--- src/rtl/hazard_ctrl.sv ---
// hazard_ctrl -- pipeline hazard unit for a five-stage in-order core.
//
// Purpose:
//   Decides, every cycle, how the pipeline registers move: normal advance,
//   load-use / data-hazard bubble, branch redirect flush, or a full freeze
//   while data memory is busy. Also selects EX operand forwarding sources
//   and keeps stall / flush performance counters and a sticky memory
//   timeout flag.
//
// Parameters:
//   FWD_EN  : 1 = forwarding pipeline, 0 = stall-only pipeline
//   TIMEOUT : data-memory wait limit in cycles (1..65535)
//   CNT_W   : performance counter width
//
// Ports:
//   i_clk, i_rst            : clock (rising edge), synchronous active-high reset
//   i_ID_inst, i_rs1_en,
//   i_rs2_en                : ID instruction and which sources it reads
//   i_EX_*                  : EX instruction, its rd write, source reads, load flag
//   i_MEM_inst, i_MEM_rd_wren,
//   i_MEM_mem_acc           : MEM instruction, rd write, data-memory access
//   i_WB_inst, i_WB_rd_wren : WB instruction and rd write
//   i_br_taken              : EX-stage redirect
//   i_dmem_ready            : data memory finishes the access this cycle
//   o_pc_en .. o_MEM_WB_flush : pipeline register controls (combinational)
//   o_fwd_a, o_fwd_b        : EX rs1/rs2 source, 00 = RF, 01 = MEM, 10 = WB
//   o_mem_timeout           : sticky timeout flag (registered)
//   o_stall_cnt, o_flush_cnt: saturating performance counters (registered)
//   o_dbg_state             : current FSM state, 0 = S_RUN, 1 = S_MEM_WAIT
//
// Memory handshake: the MEM stage holds i_MEM_mem_acc high for as long as
// its access is outstanding; the access completes in the cycle where
// i_dmem_ready is also high. Any cycle with i_MEM_mem_acc=1 and
// i_dmem_ready=0 is a wait cycle and freezes the whole pipeline.

module hazard_ctrl #(
    parameter int FWD_EN  = 1,
    parameter int TIMEOUT = 255,
    parameter int CNT_W   = 32
) (
    input  logic             i_clk,
    input  logic             i_rst,
    input  logic [31:0]      i_ID_inst,
    input  logic             i_rs1_en,
    input  logic             i_rs2_en,
    input  logic [31:0]      i_EX_inst,
    input  logic             i_EX_rd_wren,
    input  logic             i_EX_rs1_en,
    input  logic             i_EX_rs2_en,
    input  logic             i_EX_mem_rd,
    input  logic [31:0]      i_MEM_inst,
    input  logic             i_MEM_rd_wren,
    input  logic             i_MEM_mem_acc,
    input  logic [31:0]      i_WB_inst,
    input  logic             i_WB_rd_wren,
    input  logic             i_br_taken,
    input  logic             i_dmem_ready,
    output logic             o_pc_en,
    output logic             o_IF_ID_stall,
    output logic             o_IF_ID_flush,
    output logic             o_ID_EX_stall,
    output logic             o_ID_EX_flush,
    output logic             o_EX_MEM_stall,
    output logic             o_MEM_WB_flush,
    output logic [1:0]       o_fwd_a,
    output logic [1:0]       o_fwd_b,
    output logic             o_mem_timeout,
    output logic [CNT_W-1:0] o_stall_cnt,
    output logic [CNT_W-1:0] o_flush_cnt,
    output logic             o_dbg_state
);

    typedef enum logic {
        S_RUN      = 1'b0,
        S_MEM_WAIT = 1'b1
    } state_t;

    localparam logic              FWD        = (FWD_EN != 0);
    localparam int                WAIT_W     = 16;
    localparam logic [WAIT_W-1:0] WAIT_LIMIT = WAIT_W'(TIMEOUT);

    localparam logic [1:0] SRC_RF  = 2'b00;
    localparam logic [1:0] SRC_MEM = 2'b01;
    localparam logic [1:0] SRC_WB  = 2'b10;

    // ------------------------------------------------------------------
    // Field extraction
    // ------------------------------------------------------------------
    logic [4:0] id_rs1;
    logic [4:0] id_rs2;
    logic [4:0] ex_rd;
    logic [4:0] ex_rs1;
    logic [4:0] ex_rs2;
    logic [4:0] mem_rd;
    logic [4:0] wb_rd;

    assign id_rs1 = i_ID_inst[19:15];
    assign id_rs2 = i_ID_inst[24:20];
    assign ex_rd  = i_EX_inst[11:7];
    assign ex_rs1 = i_EX_inst[19:15];
    assign ex_rs2 = i_EX_inst[24:20];
    assign mem_rd = i_MEM_inst[11:7];
    assign wb_rd  = i_WB_inst[11:7];

    // Opcode / funct / immediate bits play no part in hazard decisions.
    logic unused_inst_bits;
    assign unused_inst_bits = ^{i_ID_inst[31:25], i_ID_inst[14:0],
                                i_EX_inst[31:25], i_EX_inst[14:12], i_EX_inst[6:0],
                                i_MEM_inst[31:12], i_MEM_inst[6:0],
                                i_WB_inst[31:12], i_WB_inst[6:0]};

    // A producer matches a consumer source when the source is really read,
    // the producer really writes, and the register is not the hardwired x0.
    function automatic logic src_match(input logic       src_en,
                                       input logic [4:0] src,
                                       input logic       wren,
                                       input logic [4:0] rd);
        return src_en && wren && (rd != 5'd0) && (rd == src);
    endfunction

    // MEM is checked first so the youngest value wins.
    function automatic logic [1:0] fwd_sel(input logic       src_en,
                                           input logic [4:0] src,
                                           input logic       mem_wren,
                                           input logic [4:0] mem_dst,
                                           input logic       wb_wren,
                                           input logic [4:0] wb_dst);
        if (src_match(src_en, src, mem_wren, mem_dst)) begin
            return SRC_MEM;
        end
        if (src_match(src_en, src, wb_wren, wb_dst)) begin
            return SRC_WB;
        end
        return SRC_RF;
    endfunction

    // ------------------------------------------------------------------
    // Hazard conditions
    // ------------------------------------------------------------------
    logic ex_hit;
    logic mem_hit;
    logic data_hazard;
    logic mem_wait;
    logic branch_act;

    assign ex_hit  = src_match(i_rs1_en, id_rs1, i_EX_rd_wren, ex_rd) ||
                     src_match(i_rs2_en, id_rs2, i_EX_rd_wren, ex_rd);
    assign mem_hit = src_match(i_rs1_en, id_rs1, i_MEM_rd_wren, mem_rd) ||
                     src_match(i_rs2_en, id_rs2, i_MEM_rd_wren, mem_rd);

    // With forwarding only a load in EX cannot supply its result in time.
    // Without it, any in-flight writer in EX or MEM blocks ID; WB is safe
    // because the register file writes before it is read.
    assign data_hazard = FWD ? (i_EX_mem_rd && ex_hit) : (ex_hit || mem_hit);

    assign mem_wait = i_MEM_mem_acc && !i_dmem_ready;

    // A branch during a memory wait stays parked in EX and only fires once
    // memory completes, so it is masked by mem_wait here.
    assign branch_act = i_br_taken && !mem_wait && !i_rst;

    // ------------------------------------------------------------------
    // FSM: state register
    // ------------------------------------------------------------------
    state_t state;
    state_t state_next;

    always_ff @(posedge i_clk) begin
        if (i_rst) begin
            state <= S_RUN;
        end else begin
            state <= state_next;
        end
    end

    // ------------------------------------------------------------------
    // FSM: next state
    // ------------------------------------------------------------------
    always_comb begin
        state_next = state;
        case (state)
            S_RUN: begin
                if (mem_wait) begin
                    state_next = S_MEM_WAIT;
                end
            end
            S_MEM_WAIT: begin
                if (i_dmem_ready || !i_MEM_mem_acc) begin
                    state_next = S_RUN;
                end
            end
            default: begin
                state_next = S_RUN;
            end
        endcase
    end

    // ------------------------------------------------------------------
    // FSM: outputs. Priority: reset, memory wait, branch, data hazard.
    // The freeze follows the live wait condition so the pipeline stops in
    // the very first wait cycle, before the FSM has registered S_MEM_WAIT.
    // ------------------------------------------------------------------
    always_comb begin
        o_pc_en        = 1'b1;
        o_IF_ID_stall  = 1'b0;
        o_IF_ID_flush  = 1'b0;
        o_ID_EX_stall  = 1'b0;
        o_ID_EX_flush  = 1'b0;
        o_EX_MEM_stall = 1'b0;
        o_MEM_WB_flush = 1'b0;

        if (i_rst) begin
            o_pc_en        = 1'b0;
            o_IF_ID_flush  = 1'b1;
            o_ID_EX_flush  = 1'b1;
            o_MEM_WB_flush = 1'b1;
        end else if (mem_wait) begin
            o_pc_en        = 1'b0;
            o_IF_ID_stall  = 1'b1;
            o_ID_EX_stall  = 1'b1;
            o_EX_MEM_stall = 1'b1;
            o_MEM_WB_flush = 1'b1;
        end else if (i_br_taken) begin
            o_IF_ID_flush  = 1'b1;
            o_ID_EX_flush  = 1'b1;
        end else if (data_hazard) begin
            o_pc_en        = 1'b0;
            o_IF_ID_stall  = 1'b1;
            o_ID_EX_flush  = 1'b1;
        end
    end

    assign o_dbg_state = state;

    // ------------------------------------------------------------------
    // Forwarding select
    // ------------------------------------------------------------------
    always_comb begin
        o_fwd_a = SRC_RF;
        o_fwd_b = SRC_RF;
        if (FWD && !i_rst) begin
            o_fwd_a = fwd_sel(i_EX_rs1_en, ex_rs1, i_MEM_rd_wren, mem_rd,
                              i_WB_rd_wren, wb_rd);
            o_fwd_b = fwd_sel(i_EX_rs2_en, ex_rs2, i_MEM_rd_wren, mem_rd,
                              i_WB_rd_wren, wb_rd);
        end
    end

    // ------------------------------------------------------------------
    // Wait counter, timeout flag, performance counters
    // ------------------------------------------------------------------
    // wait_cnt counts consecutive wait edges, including the edge that enters
    // S_MEM_WAIT, and drops to zero on any edge that lands in S_RUN. Once it
    // sits at the limit the sticky flag is raised on the following edge.
    logic [WAIT_W-1:0] wait_cnt;
    logic [CNT_W-1:0]  stall_cnt;
    logic [CNT_W-1:0]  flush_cnt;
    logic              mem_timeout;

    always_ff @(posedge i_clk) begin
        if (i_rst) begin
            wait_cnt    <= '0;
            mem_timeout <= 1'b0;
            stall_cnt   <= '0;
            flush_cnt   <= '0;
        end else begin
            if (state_next == S_RUN) begin
                wait_cnt <= '0;
            end else if (wait_cnt != WAIT_LIMIT) begin
                wait_cnt <= wait_cnt + 16'd1;
            end

            if (wait_cnt == WAIT_LIMIT) begin
                mem_timeout <= 1'b1;
            end

            if (!o_pc_en && (stall_cnt != '1)) begin
                stall_cnt <= stall_cnt + CNT_W'(1);
            end

            if (branch_act && (flush_cnt != '1)) begin
                flush_cnt <= flush_cnt + CNT_W'(1);
            end
        end
    end

    assign o_mem_timeout = mem_timeout;
    assign o_stall_cnt   = stall_cnt;
    assign o_flush_cnt   = flush_cnt;

endmodule

--- config.mk ---
export PLATFORM = sky130hd
export DESIGN_NAME = hazard_ctrl
export DESIGN_NICKNAME = d
export VERILOG_FILES = /design/src/rtl/hazard_ctrl.sv
export SDC_FILE = /design/constraint.sdc
export NUM_CORES = 1
export LEC_CHECK = 0
export BUFFER_PORTS_ARGS = -buffer_cell sky130_fd_sc_hd__clkbuf_2
export CAP_MARGIN = 0
export CELL_PAD_IN_SITES_DETAIL_PLACEMENT = 1
export CELL_PAD_IN_SITES_GLOBAL_PLACEMENT = 1
export CORE_MARGIN = 2
export CORE_UTILIZATION = 35
export CTS_CLUSTER_DIAMETER = 150
export CTS_CLUSTER_SIZE = 24
export DETAILED_ROUTE_END_ITERATION = 6
export GPL_TIMING_DRIVEN = 0
export PLACE_DENSITY = 0.84
export REMOVE_ABC_BUFFERS = 1
export SYNTH_ARGS = -nofsm -noshare
export SYNTH_HDL_FRONTEND = slang
export SYNTH_SLANG_ARGS = --single-unit
export TNS_END_PERCENT = 1
--- constraint.sdc ---
create_clock -name i_clk -period 3.6 [get_ports i_clk]
set_input_delay 0.54 -clock i_clk [delete_from_list [all_inputs] [get_ports i_clk]]
set_output_delay 0.54 -clock i_clk [all_outputs]
set_load 0.005 [all_outputs]
# --- Word level (Yosys, flattened, before mapping) ---
# Cells that the tools add are included.
classes:
  n_addsub: 3
  eq_ne: 10
  muxes: 39
  bitwise: 2
  reduce_logical: 35
ops:
  columns: ["cell", "n"]
  rows:
  - ["$add A32 B1 Y32 const B", 2]
  - ["$ne A32 B32 Y1 const B", 2]
  - ["$eq A5 B5 Y1", 6]
  - ["$mux W1", 28]
  - ["$logic_and A1 B1 Y1", 24]
  - ["$mux W2", 10]
  - ["$add A16 B1 Y16 const B", 1]
  - ["$eq A16 B8 Y1 const B", 1]
  - ["$ne A16 B8 Y1 const B", 1]
  - ["$reduce_bool A5 Y1", 3]
  - ["$logic_not A1 Y1", 5]
  - ["$logic_or A1 B1 Y1", 2]
  - ["$not A1 Y1", 2]
  - ["$pmux W1 S2", 1]
  - ["$reduce_or A2 Y1", 1]
word_totals:
  ff_bits: 82
  input_bits: 141
  output_inout_bits: 77
  elab_cells: 94

# --- Logic depth before layout (Yosys ltp) ---
depth:
  word_depth: 11
  depth_mapped: 9
  mapped_depth_nobuf: 7

# --- Worst setup path before layout ---
# No wires, ideal clock.
synth_timing:
  path_kind: "input to output"
  start: "input port i_EX_inst[8]"
  end: "output port o_IF_ID_stall"
  arrival_ns: 1.896
  required_time_ns: 3.060
  slack_ns: 1.164
  path_stages: 7
  path_buffers: 2
  path_cell_list: "or4_1 -> o21ai_1 -> nor2_1 -> a21oi_1 -> buf_2 -> clkbuf_1 -> nor2_1"
synth_between:
  elab_chain_cells: 9
synth_lines:
  columns: ["element", "line", "rtl"]
  rows:
  - ["from (decl)", "46", "input logic [31:0] i_EX_inst,"]
  - ["$reduce_bool A5 Y1", "118", "return src_en && wren && (rd != 5'd0) && (rd == src);"]
  - ["$logic_and A1 B1 Y1 (2 in series)", "118", null]
  - ["$logic_or A1 B1 Y1 (*)", "146", "assign ex_hit = src_match(i_rs1_en, id_rs1, i_EX_rd_wren, ex_rd) ||"]
  - ["$logic_and A1 B1 Y1 (*)", "154", "assign data_hazard = FWD ? (i_EX_mem_rd && ex_hit) : (ex_hit || mem_hit);"]
  - ["$mux W1 (*)", "226", "end else if (data_hazard) begin"]
  - ["$mux W1 (*)", "223", "end else if (i_br_taken) begin"]
  - ["$mux W1 (*)", "217", "end else if (mem_wait) begin"]
  - ["$mux W1 (*)", "212", "if (i_rst) begin"]
  - ["to (decl)", "59", "output logic o_IF_ID_stall,"]
# Every way passes the cells marked *; elsewhere a longest branch is shown, timed or not.

# --- Worst setup path in the final report ---
layout_timing:
  start: "input port i_EX_inst[8]"
  end: "output port o_pc_en"
layout_between:
  elab_chain_cells: 9
layout_lines:
  columns: ["element", "line", "rtl"]
  rows:
  - ["$reduce_bool A5 Y1", "118", null]
  - ["$logic_and A1 B1 Y1 (2 in series)", "118", null]
  - ["$logic_or A1 B1 Y1 (*)", "146", null]
  - ["$logic_and A1 B1 Y1 (*)", "154", null]
  - ["$mux W1 (*)", "226", null]
  - ["$mux W1 (*)", "223", null]
  - ["$mux W1 (*)", "217", null]
  - ["$mux W1 (*)", "212", null]
  - ["to (decl)", "58", "output logic o_pc_en,"]
# Marked as above.

==> summary.txt <==
crit path launch type = input pin
drt first pass iters = 4
overflow left after global routing = 0
status = finished clean
die footprint = 13,700 sq um
post-route DRC violation count = 0
minimum clock period after layout = 3190 ps
synthesized instance count = 556
worst setup path start = i_EX_inst[8]
Cell Area, Synth = 4460 sq um
Clock Root Buffer = clkbuf_16
CP max-delay cell = a21oi_1
Clk Latency, worst-skew pair = 340 ps
number of synthesized register bits = 82
CTS Buffer Depth = 2
worst-path cell chain = clkbuf_2 > or4_1 > o21ai_1 > nor2_1 > a21oi_1 > clkbuf_2
initial antenna violation count = 0
Final Max Slew Viols = 0
CTS buffer count = 9
layout cell share with drive strength beyond 1 = 0.223
CP Max Fanout = 13
largest net degree at the start of global routing = 72
Initial Util = 0.356
CP dominant cell by count = clkbuf_2
post-detail-place hpwl = 9810 um
worst-margin pin slew = 1150 ps
fin crit share = 0.887
area delta synth->final = 24.3%
max cap viols = 0
via count = 4,596
row count = 41
Leak = 2.00 nW
Final Instance Area = 5540 sq um
hold path start = o_mem_timeout
worst path required time = 3060 ps
CTS-repair resized insts = 0
Vias per Instance = 5.45
Die Wd = 117 um
DP Area = 5240 sq um
Worst slew margin = 0.232
capturing element type of the critical path = output port
PwrDens = 365 nW/um^2
I/O Buffers = 124
Ys Warns = 0
CTS Hold Buffers Added = 0
Die Ht = 117 um
crit path buf inv count = 2
first-pass GRT wire length = 21,400 um
TritonCTS clock tree = built
diode count = 0
Hold WC Path Type = reg2reg
H-tree Lvls = 3
Tot GR Track Use = 0.195
critical path type = in2out
clk sinks = 82
postcts setup bufs = 0
Core Area = 12,500 sq um
nets = 813
post-layout power = 2.02 mW
Worst Skew = 5.04 ps
WL/cell = 15.6 um
EDFF count, synth = 0
top cell family by delay on the critical path = compound AO/OA/AOI/OAI gates
Clock transition at path regs = 60 ps
Mean Syn Cell Area = 8.02 sq um
register area share after synthesis = 0.368
ys flop type = dfxtp_1
post-synth cell types = 48
number of global-route vias before repair = 4,526
maximum vdd drop = 0.282 mV
GPL Wtd Cong = 0.793
final setup fails = 0
Peak Freq = 313 MHz
FF-to-FF setup slack = 930 ps
Routed WL = 13,200 um
reg-to-reg startpoint = o_flush_cnt[0]
DR iter-0 viols = 148
CP arrival = 2650 ps
Final Hold Fails = 0
ys async rst share = 0
I/O pins = 218
RSZ-0062 raised after global routing = false
slowest cell delay on critical path = 910 ps
Antenna Violating Nets Remaining = 0
-- through the flow --
step | worst slack [ps] | TNS [ps] | std cells | utilization | hold WS, ps
after floorplan | 235 | 0 | 533 | - | 449
after global routing | 121 | 0 | 844 | 0.443 | 514
final | 408 | 0 | 844 | 0.443 | 477
after detailed placement | 325 | 0 | 830 | 0.418 | 468
after global placement | -876 | -21300 | 829 | 0.416 | 462
after CTS | 293 | 0 | 844 | 0.443 | 484
-- registers in the layout, indices dropped and copies added, names as in the netlist --
name	count
o_flush_cnt	32
o_stall_cnt	32
o_mem_timeout	1
o_dbg_state	1
wait_cnt	16
-- Yosys cell counts, types with 20 or more instances --
master	count	area, sq um
o21ai_0	27	135
or3_1	29	181
dfxtp_1	82	1640
nor2_1	63	236
nor3_1	21	105
xor2_1	22	193
nand4_1	25	156
nor4_1	20	125
nand3_1	39	195
xnor2_1	41	359
nand2_1	35	131
a21oi_1	36	180
-- power by group --
group          total (mW)  internal, mW  switching, mW  leakage (nW)
logic               0.139        0.0555         0.0831          1.19
clock network       0.969         0.617          0.352         0.151
registers           0.917         0.912        0.00523         0.661
-- tightest hold or removal path, delay by kind of cell (launching register included) --
family           cells  cell delay [ps]
and+or+nand+nor      2              120
DFF                  1              330
-- final timing paths --
path / end / depth (start not counted)
worst max-delay path: o_pc_en / 6
worst min-delay path: o_mem_timeout / 2
worst min register to register: o_mem_timeout / 2
worst max register to register: o_flush_cnt[0] / 7
-- logic make-up after synthesis --
logic type | after synthesis | share of synthesized area
buffers and inverters | 34 | 0.0306
AO/OA/AOI/OAI | 86 | 0.110
AND/OR/NAND/NOR | 281 | 0.342
XOR/XNOR | 63 | 0.124
multiplexers | 7 | 0.0174
flip-flops | 82 | 0.368
adder cells (fa/ha/maj) | 3 | 0.00841
-- metal layers --
metal  part of all wire  vias up  global-route usage
li1                   -     2249                   -
met1               0.42     2249               0.228
met2               0.52       81               0.343
met3              0.048       17              0.0587
met4              0.012        0              0.0596
met5                  0        -                   0
-- cell usage in the layout, fill, tap and decap left out, drive strengths merged, types with 9 or more instances in the layout --
cell	instances
dfxtp	82
nor3	22
o31ai	9
nor2	63
or3	29
a21oi	36
clkbuf	135
nand3	39
nor4	21
xor2	22
nand4	26
inv	10
o21ai	28
xnor2	41
or4	12
nand2	35
-- final cells by class --
cell class | instances | area [sq um]
tap | 172 | 215
fill | 1598 | 6970
sequential | 82 | 1640
inverter | 11 | 41.3
clock buffer | 11 | 243
timing repair buffer | 125 | 643
clock inverter | 3 | 65.1
multi-input combinational | 440 | 2700
No activity file was read; power rests on OpenSTA's default activity.
